## src/rtl/fixed_division.sv

```systemverilog
// fixed_division: iterative signed Qm.f divider, result = a / b, one quotient bit per clock
//   clk       in  1      clock, rising edge
//   rst       in  1      asynchronous reset, active-high
//   start     in  1      request, sampled only while idle
//   a         in  WIDTH  signed dividend, captured on accepted start
//   b         in  WIDTH  signed divisor, captured on accepted start
//   busy      out 1      division in progress
//   done      out 1      one-cycle pulse, result/flags valid from this cycle
//   result    out WIDTH  signed quotient, held until next done
//   overflow  out 1      quotient saturated
//   div_zero  out 1      divisor was zero
module fixed_division #(
  parameter int WIDTH = 22,
  parameter int FRACTIONAL = 11
) (
  input  logic                    clk,
  input  logic                    rst,
  input  logic                    start,
  input  logic signed [WIDTH-1:0] a,
  input  logic signed [WIDTH-1:0] b,
  output logic                    busy,
  output logic                    done,
  output logic signed [WIDTH-1:0] result,
  output logic                    overflow,
  output logic                    div_zero
);
  localparam int NW = WIDTH + FRACTIONAL;
  localparam int CW = $clog2(NW);
  localparam logic [NW-1:0] HALF = NW'(1) << (WIDTH - 1);
  typedef enum logic [1:0] {IDLE, CALC, FIX} state_t;
  state_t state, state_nx;
  logic [NW-1:0] n, q;
  logic [WIDTH-1:0] d, rem, mag_a, mag_b, res_nx;
  logic [WIDTH:0] rem_sh;
  logic [CW-1:0] cnt;
  logic neg, zflag, ge, ov_nx, sat;
  // magnitudes are taken unsigned so -2^(WIDTH-1) maps to 2^(WIDTH-1) without wrap
  always_comb begin
    mag_a = a[WIDTH-1] ? -a : a;
    mag_b = b[WIDTH-1] ? -b : b;
    rem_sh = {rem, n[NW-1]};
    ge = rem_sh >= {1'b0, d};
    ov_nx = !zflag && (neg ? q > HALF : q >= HALF);
    sat = zflag || ov_nx;
    // saturated value is -2^(WIDTH-1) when negative, 2^(WIDTH-1)-1 otherwise; b=0 leaves neg = sign of a
    res_nx = sat ? {neg, {(WIDTH-1){~neg}}} : neg ? -q[WIDTH-1:0] : q[WIDTH-1:0];
    busy = state != IDLE;
  end
  always_comb begin
    state_nx = state;
    state_nx = state == IDLE ? (start ? CALC : IDLE) :
               state == CALC ? (cnt == '0 ? FIX : CALC) : IDLE;
  end
  always_ff @(posedge clk or posedge rst)
    if (rst) state <= IDLE;
    else state <= state_nx;
  always_ff @(posedge clk or posedge rst) begin
    if (rst) begin
      n <= '0;
      q <= '0;
      d <= '0;
      rem <= '0;
      cnt <= '0;
      neg <= 1'b0;
      zflag <= 1'b0;
      done <= 1'b0;
      result <= '0;
      overflow <= 1'b0;
      div_zero <= 1'b0;
    end else begin
      done <= 1'b0;
      if (state == IDLE && start) begin
        n <= {mag_a, {FRACTIONAL{1'b0}}};
        d <= mag_b;
        neg <= a[WIDTH-1] ^ b[WIDTH-1];
        zflag <= b == '0;
        cnt <= CW'(NW - 1);
        rem <= '0;
        q <= '0;
      end else if (state == CALC) begin
        n <= n << 1;
        // a partial remainder below d always fits back into WIDTH bits
        rem <= ge ? WIDTH'(rem_sh - {1'b0, d}) : rem_sh[WIDTH-1:0];
        q <= {q[NW-2:0], ge};
        cnt <= cnt - 1'b1;
      end else if (state == FIX) begin
        result <= res_nx;
        overflow <= ov_nx;
        div_zero <= zflag;
        done <= 1'b1;
      end
    end
  end
endmodule

```

## config.mk

```make
export PLATFORM = sky130hd
export DESIGN_NAME = fixed_division
export DESIGN_NICKNAME = d
export VERILOG_FILES = /design/src/rtl/fixed_division.sv
export SDC_FILE = /design/constraint.sdc
export NUM_CORES = 1
export LEC_CHECK = 0
export BUFFER_PORTS_ARGS = -buffer_cell sky130_fd_sc_hd__buf_2
export CAP_MARGIN = 10
export CORE_MARGIN = 2
export CORE_UTILIZATION = 23
export CTS_CLUSTER_DIAMETER = 40
export CTS_CLUSTER_SIZE = 24
export DETAILED_ROUTE_END_ITERATION = 8
export PLACE_DENSITY = 0.37
export SETUP_SLACK_MARGIN = 0.4
export SLEW_MARGIN = 30
export SYNTH_ARGS = -nofsm -noshare
export SYNTH_HDL_FRONTEND = slang
export SYNTH_SLANG_ARGS = --single-unit
export TNS_END_PERCENT = 1
```

## constraint.sdc

```tcl
create_clock -name clk -period 4.9 [get_ports clk]
set_input_delay 0.98 -clock clk [delete_from_list [all_inputs] [get_ports clk]]
set_output_delay 0.98 -clock clk [all_outputs]
set_load 0.005 [all_outputs]
```

==> run summary <==
The multi-input combinational cells in the finished layout cover a total of 4530 µm². The worst-case clock skew came out at 10.8 ps. The tightest min-delay check is of the flip-flop to flip-flop type. The width of the chip is 194 µm. The number of clock sinks came out at 134. The internal power of the cells totals 1.84 mW. The post-route minimum period came out at 3090 ps.

The worst endpoint required time is 5220 ps. The part of the power in registers is 0.452. The share of synthesized area in the top cell type comes to 0.404.

The post-route worst hold slack is 469 ps. The actual slew at the worst max-slew pin came out at 905 ps. The placer's final routability congestion estimate is 0.807. The leakage power total came out at 4.06 nW. The initial cell density of the core came out at 0.233. The most common library cell in the layout ignoring fill and taps is sky130_fd_sc_hd__nand2_1. The proportion of synthesized chip area in sequential cells came out at 0.404. Entering global routing, the biggest net connects 135 pins.

The max-capacitance violation count came out at 0. Setup repair after global routing left no endpoint under its margin. The worst pin sits at a relative slew slack of 0.397. The share of total power dissipated in the clock network is 0.504. The number of buffers between clock root and the deepest sink came out at 2. For this block, the via count after detailed routing is 7,286.

During placement, the flow inserted port buffers numbering 72. After detailed routing, the total wire length is 24,800 µm. The all-layer global routing usage is 0.137. The number of enable-type register cells in the synthesized netlist came out at 0. The post-synthesis net count is 1,069.

The number of antenna violations at the first check in global routing came to 0. The die covers 37,600 µm². The switching power came out at 0.607 mW. The clock transition time at the flip-flop clock pins of the worst setup and hold paths came out at 60 ps. The library cells used most frequently in the layout, excluding fill and tap cells, are sky130_fd_sc_hd__nand2_1, sky130_fd_sc_hd__dfrtp_1, sky130_fd_sc_hd__o21ai_0, sky130_fd_sc_hd__buf_2, sky130_fd_sc_hd__a21oi_1. The number of H-tree levels is 4.

In the final layout, the share of cells above drive strength 1 is 0.122. Before antenna repair, the detailed router went through 5 iterations. The layout has 3,921 filler cells. Yosys attributes the largest share of cell area to sky130_fd_sc_hd__dfrtp_1, sky130_fd_sc_hd__nand2_1, sky130_fd_sc_hd__o21ai_0, sky130_fd_sc_hd__xor2_1, sky130_fd_sc_hd__ha_1. Of the total power, the share spent switching nets is 0.248. The instance count of the mapped netlist came out at 995. The number of vias per cell is 4.83. The number of max-slew violations in the final report came out at 0. The post-CTS resize count is 0. The total of endpoints with negative setup slack in the final report is 0. The quantity of hold-fixing buffers added after cts is 0. The overall overflow remaining after global route is 0. Dividing the final minimum period by the clock period gives 0.630. The mapped cell area came out at 8290 µm². The number of global-route vias before repair came out at 7,420. The distinct cell type count after synthesis is 66. The critical path data arrival time came out at 3400 ps. Compared with the post-synthesis result, the final layout area differs by 16.2%. The run finished with clean final reports. STA classifies the critical path startpoint as a flip-flop.

For this run, asynchronously set or reset flops after synthesis account for 1.00. The antenna cell count came out at 0. The number of clock buffers added by TritonCTS is 17. The insertion delay to the later sink of the worst-skew pair came out at 430 ps. Power spread over the standard cell area amounts to 254 nW/µm². TritonCTS built the clock tree. The vertical die dimension is 194 µm.

The most used flip-flop cell after synthesis is sky130_fd_sc_hd__dfrtp_1. The highest achievable clock rate is 324 MHz. The total core area is 35,600 µm². The share of total power dissipated in combinational logic is 0.044. Summed over all instances, the cell type with the most area after synthesis is sky130_fd_sc_hd__dfrtp_1. For this run, the number of Yosys warnings is 0.

The critical path is of the flip-flop to flip-flop type. The number of setup buffers added after CTS is 0. The placed wire-length estimate is 17,300 µm. The cell sitting at the root of the clock tree is a sky130_fd_sc_hd__clkbuf_16. The setup TNS after final layout came out at 0 ps.

In this run the core area contains 69 standard-cell rows. The global-route wire length before repair is 41,500 µm. The total count of hold-check failures in the final report is 0.

The number of flip-flops and latches in the synthesized netlist came out at 134. The worst-case vdd ir drop came out at 0.241 mV. Registers take 3350 µm². The endpoint kind of the worst setup timing path is a flip-flop. The first routing iteration left 403 violations.

The number of I/O pins is 73. The number of nets in the finished design is 1,109. The average size of a mapped cell came out at 8.34 µm².

The final antenna-violating net count is 0. The DRC violation count after routing came out at 0. The largest driver fanout on the critical path is 13. In the final routed layout, each cell accounts on average for 16.4 µm.
## stage by stage
step	instances	power, mW	cell area [µm²]	setup slack (ps)	utilization
after CTS	1509	2.51	9640	1750	0.271
final	1509	2.45	9640	1810	0.271
after floorplan	995	1.19	8300	2250	-
after detailed placement	1477	1.24	9090	1770	0.255
after global routing	1509	2.56	9640	1520	0.271
after global placement	1477	1.24	9090	1800	0.255
## power by group through the flow
stage | clock network (mW) | registers, mW | logic [mW]
after floorplan | 0 | 1.13 | 0.0582
after global placement | 0 | 1.13 | 0.113
after detailed placement | 0 | 1.13 | 0.113
after CTS | 1.29 | 1.11 | 0.113
after global routing | 1.33 | 1.11 | 0.125
final | 1.24 | 1.11 | 0.108
## critical path, cell delays in order (launching register included)
cell and delay (ps):
sky130_fd_sc_hd__dfrtp_1 410, sky130_fd_sc_hd__ha_1 380, sky130_fd_sc_hd__and3_1 230, sky130_fd_sc_hd__o21ai_1 140, sky130_fd_sc_hd__a21oi_1 170, sky130_fd_sc_hd__o311a_1 390
sky130_fd_sc_hd__o31ai_1 250, sky130_fd_sc_hd__buf_4 220, sky130_fd_sc_hd__nand2_1 350, sky130_fd_sc_hd__a221o_1 430
## cells in the mapped netlist (14+ instances only)
| library cell | count |
|---|---|
| sky130_fd_sc_hd__a21oi_1 | 46 |
| sky130_fd_sc_hd__a22oi_1 | 19 |
| sky130_fd_sc_hd__clkbuf_1 | 48 |
| sky130_fd_sc_hd__dfrtp_1 | 134 |
| sky130_fd_sc_hd__ha_1 | 26 |
| sky130_fd_sc_hd__inv_1 | 44 |
| sky130_fd_sc_hd__nand2_1 | 165 |
| sky130_fd_sc_hd__nand3_1 | 38 |
| sky130_fd_sc_hd__nand4_1 | 22 |
| sky130_fd_sc_hd__nor2_1 | 43 |
| sky130_fd_sc_hd__nor3_1 | 17 |
| sky130_fd_sc_hd__o211ai_1 | 16 |
| sky130_fd_sc_hd__o21ai_0 | 90 |
| sky130_fd_sc_hd__o21ai_1 | 31 |
| sky130_fd_sc_hd__o31ai_1 | 25 |
| sky130_fd_sc_hd__xnor2_1 | 14 |
| sky130_fd_sc_hd__xor2_1 | 41 |
## cell type report
type	count	share of cell area
clock buffer	18	0.0445
clock inverter	14	0.0127
inverter	46	0.0183
multi-input combinational	754	0.470
sequential	134	0.348
tap	461	0.0598
timing repair buffer	82	0.0465
## cell families (layout without fill, tap and decap cells)
| group | count (synthesis) | count (layout) | synth area share |
|---|---|---|---|
| mux | 5 | 5 | 0.00603 |
| flops | 134 | 134 | 0.404 |
| buf+inv | 107 | 160 | 0.0510 |
| simple gates | 365 | 365 | 0.212 |
| fa+ha+maj | 27 | 27 | 0.0416 |
| compound gates | 302 | 302 | 0.227 |
| xor+xnor | 55 | 55 | 0.0581 |
## registers in the layout, indices dropped and copies added (netlist names)
signal and count:
q 33, d 22, n 22, rem 22
result 22, cnt 6, state 2, div_zero 1
done 1, neg 1, overflow 1, zflag 1
## final timing paths
| kind | start | to | slack (ps) | cells after the start |
|---|---|---|---|---|
| worst max-delay path | rem[3] | rem[9] | 1810 | 9 |
| worst min-delay path | div_zero | div_zero | 470 | 2 |
| worst max register to register | rem[3] | rem[9] | 1810 | 9 |
| worst min register to register | div_zero | div_zero | 470 | 2 |
| max in group asynchronous | rst | d[7] | 3490 | 3 |
| min in group asynchronous | rst | div_zero | 700 | 3 |
## layer usage
layer	vias to the layer above	GRT usage	wire, µm
met1	3485	0.196	12700
li1	3649	-	-
met2	136	0.212	11000
met3	16	0.0259	836
met5	-	0	0
met4	0	0.0320	225
Power figures use the tool's default switching activity.
